## src/rtl/exc_redirect_ctrl_if.sv

```systemverilog
// Exception/ERET redirect bundle between the WB/CP0 side, fetch, decode and exc_redirect_ctrl.
// Statistics counters are only meaningful when EXC_STAT_EN is defined.
interface exc_redirect_ctrl_if #(
  parameter int unsigned CNT_W = 16
);
  logic             ws_valid;
  logic             ws_ex;
  logic             ws_eret;
  logic [31:0]      c0_epc;
  logic             has_int;
  logic             fs_ready;
  logic             flush;
  logic             redirect_valid;
  logic [31:0]      redirect_pc;
  logic             busy;
  logic             int_pending;
  logic [CNT_W-1:0] exc_cnt;
  logic [CNT_W-1:0] eret_cnt;

  modport master (
    output ws_valid, ws_ex, ws_eret, c0_epc, has_int, fs_ready,
    input  flush, redirect_valid, redirect_pc, busy, int_pending, exc_cnt, eret_cnt
  );

  modport slave (
    input  ws_valid, ws_ex, ws_eret, c0_epc, has_int, fs_ready,
    output flush, redirect_valid, redirect_pc, busy, int_pending, exc_cnt, eret_cnt
  );
endinterface

```

## src/rtl/exc_redirect_ctrl.sv

```systemverilog
// Exception/ERET redirect controller: one-cycle flush, held redirect PC, post-accept drain.
// Optional saturating exception/ERET statistics counters under `define EXC_STAT_EN.
module exc_redirect_ctrl #(
  parameter logic [31:0] EX_ENTRY     = 32'hbfc00380,
  parameter int unsigned DRAIN_CYCLES = 2,
  parameter int unsigned CNT_W        = 16
) (
  input  logic             clk,
  input  logic             resetn,
  exc_redirect_ctrl_if.slave bus
);

  typedef enum logic [1:0] {IDLE, REDIR, DRAIN} state_e;

  localparam bit         NO_DRAIN   = (DRAIN_CYCLES == 0);
  localparam logic [3:0] DRAIN_INIT = 4'((DRAIN_CYCLES == 0) ? 0 : DRAIN_CYCLES - 1);

  state_e      state, state_d;
  logic [3:0]  drain_cnt, drain_cnt_d;
  logic        flush_q, flush_d;
  logic        rv_q, rv_d;
  logic [31:0] pc_q, pc_d;
  logic        int_q, int_d;
  logic        trigger;

  // Events arriving while busy belong to already-flushed instructions and are dropped.
  assign trigger = (state == IDLE) & bus.ws_valid & (bus.ws_ex | bus.ws_eret);

  always_ff @(posedge clk) begin
    if (!resetn) begin
      state     <= IDLE;
      drain_cnt <= '0;
      flush_q   <= 1'b0;
      rv_q      <= 1'b0;
      pc_q      <= '0;
      int_q     <= 1'b0;
    end else begin
      state     <= state_d;
      drain_cnt <= drain_cnt_d;
      flush_q   <= flush_d;
      rv_q      <= rv_d;
      pc_q      <= pc_d;
      int_q     <= int_d;
    end
  end

  always_comb begin
    state_d     = state;
    drain_cnt_d = drain_cnt;
    unique case (state)
      IDLE:  if (trigger) state_d = REDIR;
      REDIR: begin
        if (bus.fs_ready) begin
          if (NO_DRAIN) begin
            state_d = IDLE;
          end else begin
            state_d     = DRAIN;
            drain_cnt_d = DRAIN_INIT;
          end
        end
      end
      DRAIN: begin
        if (drain_cnt == '0) state_d = IDLE;
        else                 drain_cnt_d = drain_cnt - 4'd1;
      end
      default: state_d = IDLE;
    endcase
  end

  always_comb begin
    flush_d = trigger;
    rv_d    = rv_q;
    pc_d    = pc_q;
    if (trigger) begin
      rv_d = 1'b1;
      pc_d = bus.ws_ex ? EX_ENTRY : bus.c0_epc;
    end else if ((state == REDIR) && bus.fs_ready) begin
      rv_d = 1'b0;
    end
    // Interrupts are only tagged when the controller will be idle and nothing is being taken.
    int_d = bus.has_int & (state_d == IDLE) & ~trigger;
  end

  assign bus.flush          = flush_q;
  assign bus.redirect_valid = rv_q;
  assign bus.redirect_pc    = pc_q;
  assign bus.int_pending    = int_q;
  assign bus.busy           = (state != IDLE);

`ifdef EXC_STAT_EN
  logic [CNT_W-1:0] exc_cnt_q, eret_cnt_q;

  always_ff @(posedge clk) begin
    if (!resetn) begin
      exc_cnt_q  <= '0;
      eret_cnt_q <= '0;
    end else if (trigger) begin
      if (bus.ws_ex) begin
        if (exc_cnt_q != '1) exc_cnt_q <= exc_cnt_q + 1'b1;
      end else if (eret_cnt_q != '1) begin
        eret_cnt_q <= eret_cnt_q + 1'b1;
      end
    end
  end

  assign bus.exc_cnt  = exc_cnt_q;
  assign bus.eret_cnt = eret_cnt_q;
`else
  assign bus.exc_cnt  = {CNT_W{1'b0}};
  assign bus.eret_cnt = {CNT_W{1'b0}};
`endif

endmodule

```

## src/flat_wrapper.sv

```systemverilog
// flat-port wrapper written by rule: the top's interface ports become plain ports
module exc_redirect_ctrl_flat 
#(
  parameter logic [31:0] EX_ENTRY     = 32'hbfc00380,
  parameter int unsigned DRAIN_CYCLES = 2,
  parameter int unsigned CNT_W        = 16
)
  (clk, resetn, bus_ws_valid, bus_ws_ex, bus_ws_eret, bus_c0_epc, bus_has_int, bus_fs_ready, bus_flush, bus_redirect_valid, bus_redirect_pc, bus_busy, bus_int_pending, bus_exc_cnt, bus_eret_cnt);
  exc_redirect_ctrl_if #(.CNT_W(CNT_W)) bus_i ();
  input  logic clk;
  input  logic resetn;
  input wire logic [$bits(bus_i.ws_valid)-1:0] bus_ws_valid;
  input wire logic [$bits(bus_i.ws_ex)-1:0] bus_ws_ex;
  input wire logic [$bits(bus_i.ws_eret)-1:0] bus_ws_eret;
  input wire logic [$bits(bus_i.c0_epc)-1:0] bus_c0_epc;
  input wire logic [$bits(bus_i.has_int)-1:0] bus_has_int;
  input wire logic [$bits(bus_i.fs_ready)-1:0] bus_fs_ready;
  output wire logic [$bits(bus_i.flush)-1:0] bus_flush;
  output wire logic [$bits(bus_i.redirect_valid)-1:0] bus_redirect_valid;
  output wire logic [$bits(bus_i.redirect_pc)-1:0] bus_redirect_pc;
  output wire logic [$bits(bus_i.busy)-1:0] bus_busy;
  output wire logic [$bits(bus_i.int_pending)-1:0] bus_int_pending;
  output wire logic [$bits(bus_i.exc_cnt)-1:0] bus_exc_cnt;
  output wire logic [$bits(bus_i.eret_cnt)-1:0] bus_eret_cnt;
  assign bus_i.ws_valid = bus_ws_valid;
  assign bus_i.ws_ex = bus_ws_ex;
  assign bus_i.ws_eret = bus_ws_eret;
  assign bus_i.c0_epc = bus_c0_epc;
  assign bus_i.has_int = bus_has_int;
  assign bus_i.fs_ready = bus_fs_ready;
  assign bus_flush = bus_i.flush;
  assign bus_redirect_valid = bus_i.redirect_valid;
  assign bus_redirect_pc = bus_i.redirect_pc;
  assign bus_busy = bus_i.busy;
  assign bus_int_pending = bus_i.int_pending;
  assign bus_exc_cnt = bus_i.exc_cnt;
  assign bus_eret_cnt = bus_i.eret_cnt;
  exc_redirect_ctrl #(.EX_ENTRY(EX_ENTRY), .DRAIN_CYCLES(DRAIN_CYCLES), .CNT_W(CNT_W)) u_core (.clk(clk), .resetn(resetn), .bus(bus_i));
endmodule
```

## config.mk

```make
export PLATFORM = sky130hd
export DESIGN_NAME = exc_redirect_ctrl_flat
export DESIGN_NICKNAME = d
export VERILOG_FILES = /design/src/rtl/exc_redirect_ctrl_if.sv /design/src/rtl/exc_redirect_ctrl.sv /design/src/flat_wrapper.sv
export SDC_FILE = /design/constraint.sdc
export NUM_CORES = 1
export LEC_CHECK = 0
export ABC_AREA = 1
export BUFFER_PORTS_ARGS = -buffer_cell sky130_fd_sc_hd__buf_2
export CAP_MARGIN = 20
export CORE_MARGIN = 1.5
export CORE_UTILIZATION = 40
export CTS_CLUSTER_SIZE = 30
export DETAILED_ROUTE_END_ITERATION = 12
export PLACE_DENSITY = 0.74
export SYNTH_ARGS = -nofsm -noshare
export SYNTH_HDL_FRONTEND = slang
export SYNTH_SLANG_ARGS = --single-unit
```

## constraint.sdc

```tcl
create_clock -name clk -period 1.6 [get_ports clk]
set_input_delay 0.32 -clock clk [delete_from_list [all_inputs] [get_ports clk]]
set_output_delay 0.32 -clock clk [all_outputs]
set_load 0.05 [all_outputs]
```

==> results of run 1 <==
[kinds of logic (layout without fill, tap and decap cells)]
family / after synthesis / in the layout
AO/OA/AOI/OAI: 7 / 7
flip-flops: 41 / 41
buffers and inverters: 68 / 107
AND/OR/NAND/NOR: 134 / 134
adder cells (fa/ha/maj): 2 / 2
other: 1 / 32
[flip-flops by register name, summed over array words and instances (netlist names)]
register / count
u_core.bus.int_pending: 1
u_core.bus.redirect_valid: 1
u_core.state: 2
u_core.bus.redirect_pc: 32
u_core.bus.flush: 1
u_core.drain_cnt: 4
[tightest hold or removal path, stage by stage]
cell    delay [ns]
buf_2         0.07
nor3_1        0.04
nor2_1        0.06
[path summary, 6_finish.rpt]
kind / from / to / cells past startpoint
max reg2reg: u_core.state[0] / u_core.bus.redirect_pc[29] / 6
min reg2reg: u_core.bus.redirect_valid / u_core.bus.redirect_valid / 2
min: bus_c0_epc[7] / u_core.bus.redirect_pc[7] / 3
max: u_core.state[0] / bus_busy / 3
[cell type report]
| type | count | share of cell area (%) |
|---|---|---|
| Multi-Input combinational cell | 175 | 34.98 |
| Tap cell | 52 | 2.882 |
| Clock buffer | 7 | 3.825 |
| Inverter | 22 | 3.659 |
| Sequential cell | 41 | 36.36 |
| Timing Repair Buffer | 78 | 18.29 |
[timing repair]
action,CTS,global route
setup endpoints to repair,0,20
gates resized for setup,0,1
endpoints found under the hold margin,0,0
[report_power, final]
part           switching [mW]  internal, mW  leakage, nW  total, mW
Clock                   0.318         0.342       0.0443      0.660
Sequential             0.0316          1.08        0.336       1.12
Combinational           0.535         0.142        0.889      0.676
[cell usage in the layout (no fill, tap or decap), types with 2 or more instances in the layout]
cell      instances
clkbuf_8          6
a21oi_1           2
nand3_1          45
dfxtp_1          41
conb_1           32
buf_2            74
inv_1            22
o21ai_0           3
ha_1              2
buf_4             3
nor3_1           14
nor2_1           17
nand2_1          55
[layer usage]
layer  wire length [um]  share of wire (%)  up-vias  global-route usage, %
met5                  0                  0        -                      0
met4                 14               0.36        0                  5.031
met3                274                7.1        2                  4.219
met2               1912                 49       64                  23.97
met1               1680                 43      737                  18.21
li1                   -                  -      869                      -
==> results.md, run 1 <==
Yosys:
- The count of flip-flops with a built-in enable after synthesis is 0.
- Measured against the total synthesized area, the mux share comes to 0%.
- The commonest cells after synthesis are 55 x nand2_1, 45 x nand3_1, 41 x dfxtp_1.
- During synthesis, Yosys emitted a total of 0 warnings.
- The synthesized instance count is 253.
- The largest family of logic cells by synthesized area is simple AND/OR/NAND/NOR gates.
- The cell accounting for the most synthesized area is dfxtp_1.
- The average instance area after synthesis is approximately 7.5 sq um.
- For this run, the leading register cell type out of synthesis is dfxtp_1.
- Of the total synthesized cell area, the portion taken by XOR and XNOR cells is 0%.
- In this run, distinct cell masters in the synthesized netlist total 19.
- After synthesis, flip-flops and latches occupy around 43% of the total area.
- For this run, asynchronously set or reset flops after synthesis account for 0%.
- The synthesized cell area is around 1900 sq um.
- Of the total synthesized cell area, the portion taken by full adders, half adders and majority gates is approximately 1.3%.
- nand2_1 is the most common cell in the netlist.
- The synthesized netlist devotes under 10% of its cell area to compound gates.
- The synthesized-area fraction occupied by and/or/nand/nor cells is around 31%.
- The post-synthesis sequential element count is 41.
- In the post-synthesis netlist, the biggest area contributors are dfxtp_1 43%, buf_4 13%, nand3_1 12%.
- The top-area cell type share of the netlist area is a little over two fifths.

STA:
- Setup violations remaining at the end of the flow were counted as 0.
- The worst hold slack is ~0.25 ns.
- Setup repair after global routing left no endpoint under its margin.
- The final number of hold-violating endpoints is 0.
- The top achievable clock speed is approximately 700 MHz.
- The worst path meets setup with a little under 0.2 ns of slack.
- On the final layout, the worst clock skew is around 0.0026 ns.
- For the pin with the worst max-slew slack, the measured transition is between 0.5 and 0.6 ns.
- The worst pin sits at a relative slew slack of between 60% and 70%.
- The final critical path takes up a little under 90% of the cycle.
- Setup total negative slack on the finished layout was measured at 0 ns.
- The number of max-slew violations in the final report is 0.
- The final critical path time including I/O delays and setup is between 1 and 1.5 ns.

Die:
- 107 I/O pins were placed.
- The floorplan step set the die width to just over 70 um.
- The area enclosed by the die boundary is about 5100 sq um.
- The core footprint is between 4000 and 5000 sq um.
- Once the floorplan was initialized, standard cells occupied 42.48% of the core.
- The floorplan step set the die height to between 70 and 80 um.
- After floorplanning, the core was divided into 24 placement rows.

Place:
- The number of instances in the placed design is 368.
- The total placed instance area is approximately 2200 sq um.
- The count of input and output buffers is 74.
- Before CTS, the worst setup slack after placement is ~0.053 ns.
- The detailed-placement wirelength estimate is between 2 and 3 mm.
- The congestion estimate from routability-driven global placement came to approximately 0.73.

Power and ir drop:
- The worst-case IR drop observed on VDD is 0.0005490 V.
- The leakage component of the power is ~1.3 nW.
- For this design the ratio of total power to cell area is about 1100 nW/um^2.
- The completed layout was analyzed and its total power is between 2 and 2.5 mW.

Clocking:
- CTS placed an instance of clkbuf_8 at the clock tree root.
- The H-tree generated during clock tree synthesis spans 2 levels.
- At the later pin of the worst-skew pair, clock insertion delay measures about 0.28 ns.
- The post-CTS repair timing setup buffer count is 0.
- The number of buffers on the longest clock path is 2.
- The CTS tree is done.
- The number of hold-repair buffers added at the cts stage is 0.
- For this design, the sink count on the clock tree is roughly 40.
- The CTS clock-pin slew for the worst setup and hold paths is 0.07 ns.
- In this run, CTS created clock tree buffers numbering 5.

Worst setup path:
- The largest individual stage delay along the critical path comes from the cell dfxtp_1.
- The register-to-register setup slack is ~0.25 ns.
- The number of buffers and inverters on the critical path is 2.
- The arrival time of the worst setup path is around 1.1 ns.
- The category of the worst setup path launch point is a flop.
- The critical path required time is 1.28 ns.
- The critical path's largest stage delay is around 0.35 ns.
- In this design, the largest share of critical-path delay is due to flip-flops.
- Of all nets on the critical path, the largest fanout is 5.
- STA classifies the critical path endpoint as an output port.
- The setup path with the least slack is of type reg2out.
- Walking the worst path, the cells encountered are nor2_2, inv_1, buf_2.

Detailed routing:
- The final antenna-violating net count is 0.
- The count of unresolved DRC violations after routing is 0.
- The ratio of routed vias to standard cells is about 4.5.
- The total vias in the final route is between 1500 and 2000.
- The detailed router finished its first iteration with 80 violations.
- The number of detailed-route iterations in the first pass is 8.
- The total detailed-routing wirelength is between 3 and 4 mm.
- After detailed routing, the average wire length per cell comes to 10.35 um.

Global routing:
- Entering global routing, the biggest net connects 36 pins.
- The first global-routing pass estimated 5.996 mm of wire.
- The total routing resource utilization after global routing is between 10% and 20%.
- The number of antenna violations at the first check in global routing was 0.
- The total overflow reported by the global router is 0.
- The via count of the first global-routing pass is 1372.

Finish:
- The area added between synthesis and finish is 19.55%.
- The multi-input combinational cells in the finished layout cover a total of 789.5 sq um.
- The number of diodes is 0.
- The count of cells in the finished layout, fillers not included, comes to between 300 and 400.
- At the end of the flow, the number of nets in the layout was about 360.
- In the final layout, flip-flops and latches occupy between 800 and 900 sq um.
- The number of fillers in the final layout is roughly 480.
- With fillers left out, the area of the finished cells amounts to roughly 2300 sq um.
- The fraction of the core area covered by cells at the end of the flow is 50.79%.
- The ratio of cells with drive above 1 in the final layout is 27.24%.

Flow run:
- The tool flagged a number of max-cap violations equal to 0.

Status:
- The flow ran to the end, and the final reports show no timing, DRC or antenna violations.

Worst hold path:
- The min-delay analysis places its worst path in the category in2reg.
(Power assumes the default switching activity.)
==> run 2, diff against run 1 <==
PLACE_DENSITY = 0.71   (was 0.74)
==> results.md, run 2 (same netlist as run 1, synthesis figures left out) <==
Detailed routing:
- The final antenna-violating net count came to 0 (unchanged).
- The ratio of routed vias to standard cells is 4.376 (was 4.459).
- The total vias in the final route is 1663 (was 1672).
- The met3 routed wirelength came to 315 um (was 274 um).
- The total detailed-routing wirelength is 3.992 mm (was 3.882 mm).
- The topmost layer with routed signal wires was met4 (unchanged).
- The wire length per cell after detailed routing is 10.51 um (was 10.35 um).
- The sum of routed wire segments on met1 was 1.883 mm (was 1.680 mm).
- The number of detailed-route iterations in the first pass is 8 (unchanged).
- The initial DRC count is 135 (was 80).
- The sum of met2 wire segment lengths after detailed routing is 1.741 mm (was 1.912 mm).
- The count of unresolved DRC violations after routing came to 0 (unchanged).

STA:
- The final critical path time including I/O delays and setup came to 1.442 ns (was 1.405 ns).
- The worst hold slack was 0.2372 ns (was 0.2502 ns).
- The final number of hold-violating endpoints was 0 (unchanged).
- The top achievable clock speed was 693.5 MHz (was 711.6 MHz).
- The post-route clock period utilization was 90.12% (was 87.83%).
- The final total negative setup slack was 0 ns (unchanged).
- RSZ-0062 raised after global routing: false (unchanged).
- The final setup violation count is 0 (unchanged).
- The worst setup slack after layout is 0.1580 ns (was 0.1947 ns).
- The clock tree skew after final layout is 0.01231 ns (was 0.002565 ns).
- The number of max-slew violations in the final report is 0 (unchanged).

Finish:
- The total number of nets in the final design is 368 (was 364).
- The leading cell type in the layout, fill and taps excluded is buf_2 (unchanged).
- The area added between synthesis and finish came to 20.74% (was 19.55%).
- Highest-count cells in the layout ignoring fill and taps: 74 x buf_2, 55 x nand2_1, 45 x nand3_1, 41 x dfxtp_1, 32 x conb_1 (unchanged).
- The number of fillers in the final layout is 441 (was 475).
- The fraction of the core area covered by cells at the end of the flow is 51.30% (was 50.79%).
- The post-route standard cell area excluding fillers is 2280 sq um (was 2257 sq um).
- The number of diodes is 0 (unchanged).
- The count of placed standard cells in the final layout, fillers left out is 380 (was 375).
- The ratio of cells with drive above 1 in the final layout is 28.66% (was 27.24%).
- The flip-flop count of the largest register, all copies and words added was 32 (unchanged).

Die:
- The area enclosed by the die boundary is 5142 sq um (unchanged).
- The placement row count was 24 (unchanged).
- The core footprint is 4444 sq um (unchanged).
- The effective utilization at floorplan is 42.48% (unchanged).
- The boundary pin count was 107 (unchanged).
- The die extent in x is 71.71 um (unchanged).
- The height of the die came to 71.71 um (unchanged).

Global routing:
- The via count of the first global-routing pass is 1419 (was 1372).
- The global-route wire length before repair is 6.230 mm (was 5.996 mm).
- The total overflow reported by the global router is 0 (unchanged).
- The total routing resource utilization after global routing came to 15.29% (was 14.55%).
- The maximum number of pins on one net before global-route repair is 22 (was 36).
- The number of antenna violations at the first check in global routing was 0 (unchanged).

Place:
- The number of instances in the placed design is 372 (was 368).
- The minimum setup slack after placement came to 0.3421 ns (was 0.05303 ns).
- The final weighted congestion in routability-driven placement is 0.8889 (was 0.7300).
- The count of input and output buffers is 74 (unchanged).
- The total placed instance area is 2183 sq um (was 2166 sq um).
- The detailed-placement wirelength estimate was 2.943 mm (was 2.819 mm).

Worst setup path:
- The category of the worst setup path launch point is a flop (unchanged).
- The cell count of the worst reg-to-reg path was 7 (was 6).
- The capture instance of the worst register-to-register path is u_core.drain_cnt[0] (was u_core.bus.redirect_pc[29]).
- The arrival time of the worst setup path is 1.12 ns (was 1.09 ns).
- The highest net fanout along the worst path is 5 (unchanged).
- The startpoint of the lowest-slack register-to-register path was u_core.drain_cnt[0] (was u_core.state[0]).
- The critical path endpoint category is an output port (unchanged).
- The critical path required time was 1.28 ns (about the same).
- The register-to-register setup slack came to 0.31 ns (was 0.25 ns).
- The critical setup path kind is reg2out (unchanged).

Clocking:
- The post-cts gate resize count came to 0 (unchanged).
- The buffer type at the clock tree root is clkbuf_8 (unchanged).
- The latest clock arrival within the worst-skew pair is 0.29 ns (was 0.28 ns).
- The CTS sink count is 41 (unchanged).
- The number of buffers added by the clock tree synthesis step was 5 (unchanged).
- The CTS clock-pin slew for the worst setup and hold paths was 0.09 ns (was 0.07 ns).
- The CTS tree is done (unchanged).
- The post-CTS repair timing setup buffer count is 0 (unchanged).
- The H-tree depth is 2 (unchanged).
- The number of buffers on the longest clock path was 2 (unchanged).
- The number of hold-repair buffers added at the cts stage came to 0 (unchanged).

Worst hold path:
- The worst hold endpoint is u_core.bus.redirect_pc[26] (was u_core.bus.redirect_pc[7]).
- The kind of path behind the tightest hold check is in2reg (unchanged).
- The hold-critical path depth is 3 (unchanged).
- The beginning of the worst hold path is bus_c0_epc[26] (was bus_c0_epc[7]).

Power and ir drop:
- The ratio of total power to cell area is 1101 nW/um^2 (was 1086 nW/um^2).
- The leakage component of the power is 1.289 nW (was 1.269 nW).
- The net switching power is 933.1 uW (was 884.1 uW).
- The internal power is 1.577 mW (was 1.567 mW).
- The worst ir drop on vdd is 0.0006518 V (was 0.0005490 V).
- The relative contribution of the clock network to total power was 28.5% (was 26.9%).
- The power share of the sequential group is 44.5% (was 45.5%).
- The final total power is 2.510 mW (was 2.452 mW).
- The share of total power in combinational logic is 27.0% (was 27.6%).
- The net switching share of the total power is 37.18% (was 36.06%).

Flow run:
- The reported max-cap violation count is 0 (unchanged).

Status:
- Outcome: finished, final reports clean (unchanged).
==> run 2: cell types whose count changed in the layout (fill, tap and decap cells not counted), sizes merged <==
cell	previous run	this run
clkinv	0	2
clkbuf	7	6
buf	78	82
==> run 2: cell type report <==
cell class	count	area, sq um	area share (%)
Multi-Input combinational cell	175	784.5	34.41
Clock buffer	6	82.58	3.622
Sequential cell	41	820.8	36.00
Inverter	22	82.58	3.622
Tap cell	52	65.06	2.854
Timing Repair Buffer	82	430.4	18.88
Clock inverter	2	13.76	0.6037
==> run 2: worst max path at each step <==
stage / to / startpoint / cells past startpoint / slack [ns]
global route: bus_busy / u_core.state[0] / 3 / 0.10
detailed placement: u_core.bus.redirect_pc[31] / bus_ws_ex / 6 / 0.34
finish: bus_busy / u_core.state[0] / 3 / 0.16
floorplan: u_core.bus.redirect_pc[28] / u_core.state[0] / 6 / 0.49
global placement: u_core.bus.int_pending / bus_ws_ex / 5 / 0.35
CTS: bus_busy / u_core.state[0] / 3 / 0.16
==> run 2: layer usage <==
metal	vias to the layer above	global-route usage, %
met1	707	19.98
met2	69	23.05
met4	0	5.660
met3	6	5.767
li1	881	-
met5	-	0
==> run 2: power groups by stage <==
stage / Combinational (mW) / Clock (mW) / Sequential, mW
final: 0.678 / 0.716 / 1.12
after global routing: 0.723 / 0.791 / 1.12
after CTS: 0.680 / 0.735 / 1.12
after detailed placement: 0.678 / 0 / 1.14
after global placement: 0.675 / 0 / 1.14
after floorplan: 0.409 / 0 / 1.33
==> run 2: worst max-delay path, stage by stage (launching register included) <==
cell and delay [ns]:
dfxtp_1 0.42, nor2_2 0.09, inv_1 0.06, buf_2 0.25
==> run 3, diff against run 2 <==
RECOVER_POWER = 25   (was not set)
==> results.md, run 3 (same netlist as run 1, synthesis figures left out) <==
Detailed routing:
- The wire length per cell after detailed routing was 10.43 um (was 10.51 um).
- The final antenna-violating net count was 0 (unchanged).
- The initial DRC count is 130 (was 135).
- The total detailed-routing wirelength is 3.964 mm (was 3.992 mm).
- The count of unresolved DRC violations after routing is 0 (unchanged).
- The total vias in the final route came to 1658 (was 1663).
- The ratio of routed vias to standard cells is 4.363 (was 4.376).
- The number of detailed-route iterations in the first pass is 8 (unchanged).

Clocking:
- The CTS clock-pin slew for the worst setup and hold paths is 0.08 ns (was 0.09 ns).
- The number of buffers on the longest clock path was 2 (unchanged).
- The H-tree depth is 2 (unchanged).
- The post-cts gate resize count was 0 (unchanged).
- The CTS tree is done (unchanged).
- The post-CTS repair timing setup buffer count is 0 (unchanged).
- The latest clock arrival within the worst-skew pair is 0.29 ns (about the same).
- The number of buffers added by the clock tree synthesis step is 5 (unchanged).
- The CTS sink count came to 41 (unchanged).
- The buffer type at the clock tree root is clkbuf_8 (unchanged).
- The number of hold-repair buffers added at the cts stage is 0 (unchanged).

Finish:
- The count of placed standard cells in the final layout, fillers left out came to 380 (unchanged).
- The leading cell type in the layout, fill and taps excluded is buf_2 (unchanged).
- The total number of nets in the final design is 368 (unchanged).
- The number of fillers in the final layout is 452 (was 441).
- Highest-count cells in the layout ignoring fill and taps: 57 x buf_2, 55 x nand2_1, 45 x nand3_1, 41 x dfxtp_1, 32 x conb_1 (was 74 x buf_2, 55 x nand2_1, 45 x nand3_1, 41 x dfxtp_1, 32 x conb_1).
- The area added between synthesis and finish is 19.48% (was 20.74%).
- The storage element area is 820.8 sq um (unchanged).
- The ratio of cells with drive above 1 in the final layout was 23.48% (was 28.66%).
- The number of diodes is 0 (unchanged).
- The area of the multi-input gates was 784.5 sq um (unchanged).
- The post-route standard cell area excluding fillers came to 2256 sq um (was 2280 sq um).
- The flip-flop count of the largest register, all copies and words added is 32 (unchanged).

Power and ir drop:
- The net switching share of the total power was 37.21% (was 37.18%).
- The worst ir drop on vdd was 0.0006410 V (was 0.0006518 V).
- The net switching power is 928.4 uW (was 933.1 uW).
- The final total power is 2.495 mW (was 2.510 mW).
- The relative contribution of the clock network to total power is 28.5% (about the same).
- The leakage component of the power is 1.222 nW (was 1.289 nW).
- The internal power is 1.567 mW (was 1.577 mW).
- The power share of the sequential group is 44.8% (was 44.5%).
- The ratio of total power to cell area is 1106 nW/um^2 (was 1101 nW/um^2).
- The share of total power in combinational logic was 26.8% (was 27.0%).

STA:
- The top achievable clock speed is 699.6 MHz (was 693.5 MHz).
- The final total negative setup slack is 0 ns (unchanged).
- The final critical path time including I/O delays and setup came to 1.429 ns (was 1.442 ns).
- The final number of hold-violating endpoints is 0 (unchanged).
- The number of max-slew violations in the final report is 0 (unchanged).
- The worst-case headroom to the max-slew limit is 59.62%.
- The clock tree skew after final layout is 0.01231 ns (about the same).
- For the pin with the worst max-slew slack, the measured transition is ~0.61 ns.
- RSZ-0062 raised after global routing: false (unchanged).
- The post-route clock period utilization was 89.34% (was 90.12%).
- The worst setup slack after layout came to 0.1706 ns (was 0.1580 ns).
- The final setup violation count was 0 (unchanged).

Worst setup path:
- The cell count of the worst reg-to-reg path was 6 (was 7).
- The category of the worst setup path launch point is a flop (unchanged).
- The critical path endpoint category is an output port (unchanged).
- The critical path required time is 1.28 ns (about the same).
- The critical setup path kind is reg2out (unchanged).
- Crit path cell chain: clkbuf_1 (was nor2_2, inv_1, buf_2).
- The arrival time of the worst setup path is 1.11 ns (was 1.12 ns).
- The startpoint of the lowest-slack register-to-register path was u_core.state[0] (was u_core.drain_cnt[0]).
- The register-to-register setup slack is 0.27 ns (was 0.31 ns).
- The highest net fanout along the worst path is 2 (was 5).
- The worst-path cell with the longest stage delay is clkbuf_1 (was dfxtp_1).
- The critical path's largest stage delay was 0.48 ns (was 0.42 ns).
- The cell family contributing the most delay on the critical path is buffers and inverters (was flip-flops).
- The capture instance of the worst register-to-register path is u_core.bus.redirect_pc[21] (was u_core.drain_cnt[0]).
- The count of buffering cells on the critical path with inverters included was 1 (was 2).

Global routing:
- The maximum number of pins on one net before global-route repair is 22 (unchanged).
- The met3 track demand over resource in global routing is 5.767% (unchanged).
- The met1 demand-to-capacity share in global routing is 19.98% (unchanged).
- The global-route wire length before repair was 6.230 mm (unchanged).
- The total routing resource utilization after global routing is 15.29% (unchanged).
- The global routing usage on met2 is 23.05% (unchanged).
- The total overflow reported by the global router was 0 (unchanged).
- The layer with the highest usage is met2 (unchanged).
- The via count of the first global-routing pass is 1419 (unchanged).
- The number of antenna violations at the first check in global routing is 0 (unchanged).

Worst hold path:
- The kind of path behind the tightest hold check is in2reg (unchanged).
- The worst hold endpoint is u_core.bus.redirect_pc[26] (unchanged).
- The beginning of the worst hold path was bus_c0_epc[26] (unchanged).
- The hold-critical path depth is 3 (unchanged).

Place:
- The final weighted congestion in routability-driven placement is 0.8889 (unchanged).
- The count of input and output buffers is 74 (unchanged).
- The number of instances in the placed design is 372 (unchanged).
- The detailed-placement wirelength estimate is 2.943 mm (unchanged).
- The total placed instance area came to 2183 sq um (unchanged).
- The minimum setup slack after placement is 0.3421 ns (unchanged).

Flow run:
- The reported max-cap violation count is 0 (unchanged).

Die:
- The boundary pin count is 107 (unchanged).
- The height of the die is 71.71 um (unchanged).
- The effective utilization at floorplan was 42.48% (unchanged).
- The area enclosed by the die boundary is 5142 sq um (unchanged).
- The placement row count is 24 (unchanged).
- The core footprint is 4444 sq um (unchanged).
- The die extent in x is 71.71 um (unchanged).

Status:
- Outcome: finished, final reports clean (unchanged).
-- run 3: tightest hold or removal path, delay by kind of cell --
family        cells  cell delay (ns)
buf+inv           1             0.07
simple gates      2             0.10
-- run 3: power by group through the flow --
stage	clock network, mW	logic (mW)	registers, mW
after floorplan	0	0.409	1.33
after global placement	0	0.675	1.14
after detailed placement	0	0.678	1.14
after CTS	0.735	0.680	1.12
after global routing	0.791	0.713	1.12
final	0.710	0.668	1.12
-- run 3: worst max path at each step --
stage	from	end	slack (ns)	cells past startpoint
floorplan	u_core.state[0]	u_core.bus.redirect_pc[28]	0.49	6
finish	u_core.bus.redirect_pc[27]	bus_redirect_pc[27]	0.17	1
CTS	u_core.state[0]	bus_busy	0.16	3
global route	u_core.state[0]	u_core.bus.redirect_pc[16]	0.08	6
global placement	bus_ws_ex	u_core.bus.int_pending	0.35	5
detailed placement	bus_ws_ex	u_core.bus.redirect_pc[31]	0.34	6
-- run 3: layout make-up --
cell class                 instances  share of cell area, %
timing repair buffer              82                  18.03
tap                               52                  2.884
inverter                          22                  3.661
clock buffer                       6                  3.661
clock inverter                     2                 0.6101
multi-input combinational        175                  34.78
sequential                        41                  36.38
-- run 3: per-stage QoR --
stage | util (%) | hold slack, ns
after floorplan | - | 0.4382
after global placement | 49.13 | 0.4529
after detailed placement | 49.13 | 0.4516
after CTS | 51.30 | 0.2289
after global routing | 50.76 | 0.2330
final | 50.76 | 0.2378
-- run 3: routing by layer --
metal / routed length, um / up-vias
met4: 69 / 0
met1: 1874 / 705
met2: 1712 / 68
li1: - / 878
met3: 307 / 7
met5: 0 / -
